===== src/rtl/load_store_unit.sv =====
`default_nettype none
// ============================================================================
// Module : load_store_unit
// Turns one load/store into a req/gnt/rvalid bus access with byte lanes,
// load alignment/extension, fault detection and core stall.
// Rev    : 1.0
// ============================================================================
module load_store_unit #(
    parameter int TIMEOUT_CYCLES = 255
) (
    input  logic        clk,
    input  logic        rst_n,
    input  logic        mem_read_in,
    input  logic        mem_write_in,
    input  logic [2:0]  function_3_in,
    input  logic [31:0] addr_in,
    input  logic [31:0] store_data_in,
    output logic        stall_out,
    output logic [31:0] load_data_out,
    output logic        load_valid_out,
    output logic        fault_out,
    output logic [1:0]  fault_cause_out,
    output logic        bus_req_out,
    output logic        bus_we_out,
    output logic [31:0] bus_addr_out,
    output logic [3:0]  bus_be_out,
    output logic [31:0] bus_wdata_out,
    input  logic        bus_gnt_in,
    input  logic        bus_rvalid_in,
    input  logic [31:0] bus_rdata_in
);

    typedef enum logic [1:0] {
        ST_IDLE = 2'd0,
        ST_REQ  = 2'd1,
        ST_WAIT = 2'd2,
        ST_DONE = 2'd3
    } state_t;

    localparam logic [15:0] TIMEOUT_LAST     = 16'(TIMEOUT_CYCLES - 1);
    localparam logic [1:0]  CAUSE_MISALIGNED = 2'b01;
    localparam logic [1:0]  CAUSE_ILLEGAL    = 2'b10;
    localparam logic [1:0]  CAUSE_TIMEOUT    = 2'b11;

    state_t      state_q, state_d;
    logic [15:0] timer_q, timer_d;
    logic [2:0]  funct3_q, funct3_d;
    logic [1:0]  offset_q, offset_d;
    logic        bus_req_q, bus_req_d;
    logic        bus_we_q, bus_we_d;
    logic [31:0] bus_addr_q, bus_addr_d;
    logic [3:0]  bus_be_q, bus_be_d;
    logic [31:0] bus_wdata_q, bus_wdata_d;
    logic [31:0] load_data_q, load_data_d;
    logic        load_valid_q, load_valid_d;
    logic        fault_q, fault_d;
    logic [1:0]  fault_cause_q, fault_cause_d;

    logic        access;
    logic        illegal;
    logic        misaligned;
    logic        bus_done;
    logic [3:0]  be_calc;
    logic [31:0] wdata_calc;
    logic [31:0] rdata_shifted;
    logic [31:0] load_ext;

    assign access    = mem_read_in | mem_write_in;
    assign stall_out = access && (state_q != ST_DONE);

    // Stores have no unsigned variants, so 100/101 are only legal for loads.
    always_comb begin
        illegal = mem_read_in & mem_write_in;
        case (function_3_in)
            3'b000, 3'b001, 3'b010: begin
            end
            3'b100, 3'b101: begin
                if (mem_write_in) begin
                    illegal = 1'b1;
                end
            end
            default: illegal = 1'b1;
        endcase
        misaligned = ((function_3_in[1:0] == 2'b01) && addr_in[0]) ||
                     ((function_3_in[1:0] == 2'b10) && (addr_in[1:0] != 2'b00));
    end

    always_comb begin
        be_calc    = 4'b1111;
        wdata_calc = store_data_in;
        case (function_3_in[1:0])
            2'b00: begin
                wdata_calc = {4{store_data_in[7:0]}};
                if (mem_write_in) begin
                    be_calc = 4'b0001 << addr_in[1:0];
                end
            end
            2'b01: begin
                wdata_calc = {2{store_data_in[15:0]}};
                if (mem_write_in) begin
                    be_calc = addr_in[1] ? 4'b1100 : 4'b0011;
                end
            end
            default: begin
            end
        endcase
    end

    always_comb begin
        rdata_shifted = bus_rdata_in >> {offset_q, 3'b000};
        case (funct3_q)
            3'b000:  load_ext = {{24{rdata_shifted[7]}}, rdata_shifted[7:0]};
            3'b001:  load_ext = {{16{rdata_shifted[15]}}, rdata_shifted[15:0]};
            3'b100:  load_ext = {24'b0, rdata_shifted[7:0]};
            3'b101:  load_ext = {16'b0, rdata_shifted[15:0]};
            default: load_ext = rdata_shifted;
        endcase
    end

    // A response only counts once the request has been granted.
    assign bus_done = bus_rvalid_in && ((state_q == ST_WAIT) || bus_gnt_in);

    always_comb begin
        state_d       = state_q;
        timer_d       = timer_q;
        funct3_d      = funct3_q;
        offset_d      = offset_q;
        bus_req_d     = bus_req_q;
        bus_we_d      = bus_we_q;
        bus_addr_d    = bus_addr_q;
        bus_be_d      = bus_be_q;
        bus_wdata_d   = bus_wdata_q;
        load_data_d   = load_data_q;
        load_valid_d  = 1'b0;
        fault_d       = 1'b0;
        fault_cause_d = 2'b00;
        case (state_q)
            ST_IDLE: begin
                timer_d = 16'd0;
                if (access) begin
                    if (illegal) begin
                        state_d       = ST_DONE;
                        fault_d       = 1'b1;
                        fault_cause_d = CAUSE_ILLEGAL;
                    end else if (misaligned) begin
                        state_d       = ST_DONE;
                        fault_d       = 1'b1;
                        fault_cause_d = CAUSE_MISALIGNED;
                    end else begin
                        state_d     = ST_REQ;
                        funct3_d    = function_3_in;
                        offset_d    = addr_in[1:0];
                        bus_req_d   = 1'b1;
                        bus_we_d    = mem_write_in;
                        bus_addr_d  = {addr_in[31:2], 2'b00};
                        bus_be_d    = be_calc;
                        bus_wdata_d = wdata_calc;
                    end
                end
            end
            ST_REQ, ST_WAIT: begin
                timer_d = timer_q + 16'd1;
                if (bus_done) begin
                    state_d   = ST_DONE;
                    bus_req_d = 1'b0;
                    if (!bus_we_q) begin
                        load_data_d  = load_ext;
                        load_valid_d = 1'b1;
                    end
                end else if (timer_q == TIMEOUT_LAST) begin
                    state_d       = ST_DONE;
                    bus_req_d     = 1'b0;
                    fault_d       = 1'b1;
                    fault_cause_d = CAUSE_TIMEOUT;
                end else if ((state_q == ST_REQ) && bus_gnt_in) begin
                    state_d   = ST_WAIT;
                    bus_req_d = 1'b0;
                end
            end
            default: begin
                timer_d = 16'd0;
                state_d = ST_IDLE;
            end
        endcase
    end

    always_ff @(posedge clk or negedge rst_n) begin
        if (!rst_n) begin
            state_q       <= ST_IDLE;
            timer_q       <= 16'd0;
            funct3_q      <= 3'b000;
            offset_q      <= 2'b00;
            bus_req_q     <= 1'b0;
            bus_we_q      <= 1'b0;
            bus_addr_q    <= 32'd0;
            bus_be_q      <= 4'd0;
            bus_wdata_q   <= 32'd0;
            load_data_q   <= 32'd0;
            load_valid_q  <= 1'b0;
            fault_q       <= 1'b0;
            fault_cause_q <= 2'b00;
        end else begin
            state_q       <= state_d;
            timer_q       <= timer_d;
            funct3_q      <= funct3_d;
            offset_q      <= offset_d;
            bus_req_q     <= bus_req_d;
            bus_we_q      <= bus_we_d;
            bus_addr_q    <= bus_addr_d;
            bus_be_q      <= bus_be_d;
            bus_wdata_q   <= bus_wdata_d;
            load_data_q   <= load_data_d;
            load_valid_q  <= load_valid_d;
            fault_q       <= fault_d;
            fault_cause_q <= fault_cause_d;
        end
    end

    assign bus_req_out     = bus_req_q;
    assign bus_we_out      = bus_we_q;
    assign bus_addr_out    = bus_addr_q;
    assign bus_be_out      = bus_be_q;
    assign bus_wdata_out   = bus_wdata_q;
    assign load_data_out   = load_data_q;
    assign load_valid_out  = load_valid_q;
    assign fault_out       = fault_q;
    assign fault_cause_out = fault_cause_q;

endmodule
`default_nettype wire


===== config.mk =====
export PLATFORM = sky130hd
export DESIGN_NAME = load_store_unit
export DESIGN_NICKNAME = d
export VERILOG_FILES = /design/src/rtl/load_store_unit.sv
export SDC_FILE = /design/constraint.sdc
export NUM_CORES = 1
export LEC_CHECK = 0
export ABC_CLOCK_PERIOD_IN_PS = 4550
export CORE_UTILIZATION = 49
export DETAILED_ROUTE_END_ITERATION = 10
export PLACE_DENSITY = 0.87
export SLEW_MARGIN = 20
export SYNTH_ARGS = -nofsm -noshare
export SYNTH_HDL_FRONTEND = slang
export SYNTH_SLANG_ARGS = --single-unit

===== constraint.sdc =====
create_clock -name clk -period 4.55 [get_ports clk]
set_clock_uncertainty 0.15 [all_clocks]
set_input_delay 1.1375 -clock clk [delete_from_list [all_inputs] [get_ports clk]]
set_output_delay 1.1375 -clock clk [all_outputs]
set_load 0.03 [all_outputs]

==> flow_metrics.tcl <==
set metrics [dict create \
    run_status "completed" \
    hp-start "bus_addr_out[7]$_DFFE_PN0P_" \
    worstPathMaxFanout 5 \
    antenna_found_initial 0 \
    fin_util_pct 75.6 \
    grt_max_degree 67 \
    timing.rr.end "load_data_out[3]$_DFFE_PN0P_" \
    num_vias 5489 \
    fp-row-count 39 \
    dpl_cell_area_um2 8160 \
    cp-end-kind "output port" \
    die_area_um2 12600 \
    synth_cells 653 \
    syn_avg_cell_area_um2 9.15 \
    vias_per_cell 5.45 \
    finalHoldViolCount 0 \
    die_y_um 112 \
    fin_area_um2 8820 \
    grt_setup_unrepaired "false" \
    dr.pass1.iters 7 \
    cts_root_buffer "clkbuf_16" \
    hold_ws_ns 0.320 \
    io_pins 212 \
    initial_utilization_pct 51.2 \
    hold_buffers 0 \
    port_buffers 209 \
    min_to "bus_addr_out[7]$_DFFE_PN0P_" \
    clkTransAtPathRegs_ns 0.05 \
    synth.distinct_cells 51 \
    synth-xor-area-share_pct 1.61 \
    die_w_um 112 \
    antenna_cells 0 \
    core_area_um2 11700 \
    synth_adder_area_share_pct 1.26 \
    place_hpwl_um 12300 \
    hold_class "register to register" \
    synth_simple_gate_area_share_pct 21.9 \
    synthArstFlopShare_pct 100 \
    muxShareOfSynthArea_pct 8.40 \
    nets 962 \
    ys_top_cells_by_area "dfrtp_1 53%, nand2_1 14%, mux2i_1 6.7%" \
    setup_viol 0 \
    clk_latency_ns 0.41 \
    holdPathStages 2 \
    drt.antenna.violating_nets 0 \
    cts_made_buffers 17 \
    yosys.area.top_type_share_pct 53.2 \
    relSlewSlack_pct 37.0 \
    ys_warn_count 0 \
    drive_gt1_share_pct 6.83 \
    drt_wl_total_um 17300 \
    cts_resized 0 \
    wl_per_cell_um 17.1 \
    ff2ff_setup_slack_ns 1.73 \
    clock_path_buffers 2 \
    worst_slew_pin_slew_ns 0.941 \
    grt_pass1_wl_um 28200 \
    synthTopCellsByCount "228 x nand2_1, 127 x dfrtp_1, 41 x nor2_1" \
    reg2reg_depth 8 \
    setup_tns_ns 0 \
    path_cells "clkdlybuf4s50_1, nor2_1, nor2_1, clkdlybuf4s50_1" \
    synthFlopType "dfrtp_1" \
    drv_slew 0 \
    power_density_nw_per_um2 732 \
    slowest_stage "clkdlybuf4s50_1" \
    max_cap_violations 0 \
    fmax_ghz 0.261 \
    crit_arrival_ns 2.55 \
    path_class "primary input to output port" \
    synth_area_leader_cell "dfrtp_1" \
    drc_errors 0 \
    worst_path_largest_cell_delay_ns 0.68 \
    overflow 0 \
    reg2reg_from "state_q[0]$_DFFE_PN0P_" \
    syn_area_um2 5970 \
    crit_path_start_kind "primary input" \
    cts_tree "built" \
    routabilityCongestion 0.846 \
    synth_top_family_by_area "simple AND/OR/NAND/NOR gates" \
    total_power_w 0.00645 \
    htreeDepth 4 \
    period_share_pct 84.3 \
    critPathRequiredTime_ns 3.26 \
    grt_use_total_pct 28.6 \
    numClockSinks 127 \
    area_delta_synth_final_pct 47.7 \
    seq_area_frac_synth_pct 53.2 \
    cts_setup_buffers 0 \
    synth_compound_area_share_pct 10.2 \
    ir_worst_vdd_mv 0.414 \
    power_leakage_nw 4.01 \
    yosysMostFrequentCell "nand2_1" \
    ys_ff_latch 127 \
    grt_pass1_vias 5768 \
    period_needed_ns 3.83 \
    synth_edf_count 0 \
    drt_iter0_drc 409 \
]
==> per-layer routing <==
layer / vias up / share of wire, % / track usage, %
met4: 0 / 2.7 / 12.9
li1: 2573 / - / -
met3: 41 / 8.5 / 8.96
met2: 257 / 49 / 48.1
met5: - / 0 / 0
met1: 2618 / 39 / 33.8
==> critical path: cells and delay by family <==
kind	cells	cell delay, ns
AND/OR/NAND/NOR	2	0.20
buffers and inverters	2	1.21
==> registers in the layout, summed over array words and instances, names as in the netlist <==
signal / flops
load_valid_out: 1
bus_wdata_out: 32
state_q: 2
timer_q: 16
fault_cause_out: 2
bus_we_out: 1
funct3_q: 3
load_data_out: 32
fault_out: 1
bus_addr_out: 30
bus_be_out: 4
offset_q: 2
bus_req_out: 1
==> kinds of logic (layout without fill, tap and decap cells) <==
kind of cell | Yosys count | after routing
mux | 49 | 49
xor+xnor | 11 | 11
other cells | 1 | 2
buf+inv | 44 | 254
fa+ha+maj | 6 | 6
simple gates | 316 | 316
compound gates | 99 | 99
flops | 127 | 127
==> worst max-delay path by stage <==
stage	from	endpoint	slack, ns	cells after the start
3_5_place_dp	mem_write_in	stall_out	0.72	4
3_3_place_gp	mem_write_in	stall_out	0.75	4
6_report	mem_write_in	stall_out	0.72	4
2_1_floorplan	mem_write_in	stall_out	1.68	2
5_1_grt	mem_write_in	stall_out	0.67	4
4_1_cts	mem_write_in	stall_out	0.71	4
==> stage by stage <==
step,cells,setup slack [ns]
CTS,1007,0.708
finish,1007,0.715
global route,1007,0.667
detailed placement,975,0.717
floorplan,654,1.68
global placement,975,0.749
==> cell usage in the layout, fill, tap and decap left out, types with 2 or more instances in the layout <==
cell / netlist / layout
nor2_1: 41 / 41
o21a_1: 3 / 3
o211ai_1: 9 / 9
o21ai_0: 15 / 15
a31oi_1: 3 / 3
nand4_1: 3 / 3
a21oi_1: 25 / 25
mux2_1: 2 / 2
clkdlybuf4s50_1: 0 / 208
o311ai_0: 4 / 4
mux2i_1: 40 / 40
conb_1: 1 / 2
mux2_2: 7 / 7
clkbuf_16: 0 / 17
buf_12: 0 / 2
ha_1: 6 / 6
nand2_1: 228 / 228
nand3_1: 18 / 18
xor2_1: 7 / 7
o311ai_1: 4 / 4
or3_1: 4 / 3
clkinvlp_4: 0 / 3
xnor2_1: 4 / 4
clkbuf_8: 0 / 2
nand2b_1: 5 / 5
nor2b_1: 4 / 4
dfrtp_1: 127 / 127
or2_1: 2 / 2
inv_1: 4 / 4
o21ai_1: 25 / 25
clkinv_4: 0 / 3
bufinv_16: 0 / 5
buf_4: 2 / 7
==> cell type report <==
| type | instances | area [um^2] |
|---|---|---|
| Fill cell | 822 | 2840 |
| Multi-Input combinational cell | 483 | 2610 |
| Sequential cell | 127 | 3180 |
| Clock inverter | 12 | 208 |
| Clock buffer | 20 | 457 |
| Tap cell | 143 | 179 |
| Timing Repair Buffer | 217 | 2170 |
| Inverter | 5 | 18.8 |
==> power by group <==
group          switching [W]  total, W  leakage (nW)  internal, W
sequential          0.000313   0.00191          1.59      0.00160
clock               0.000509   0.00151         0.313      0.00101
combinational        0.00182   0.00303          2.11      0.00121
Note: power is estimated with default switching activity, not from simulation.
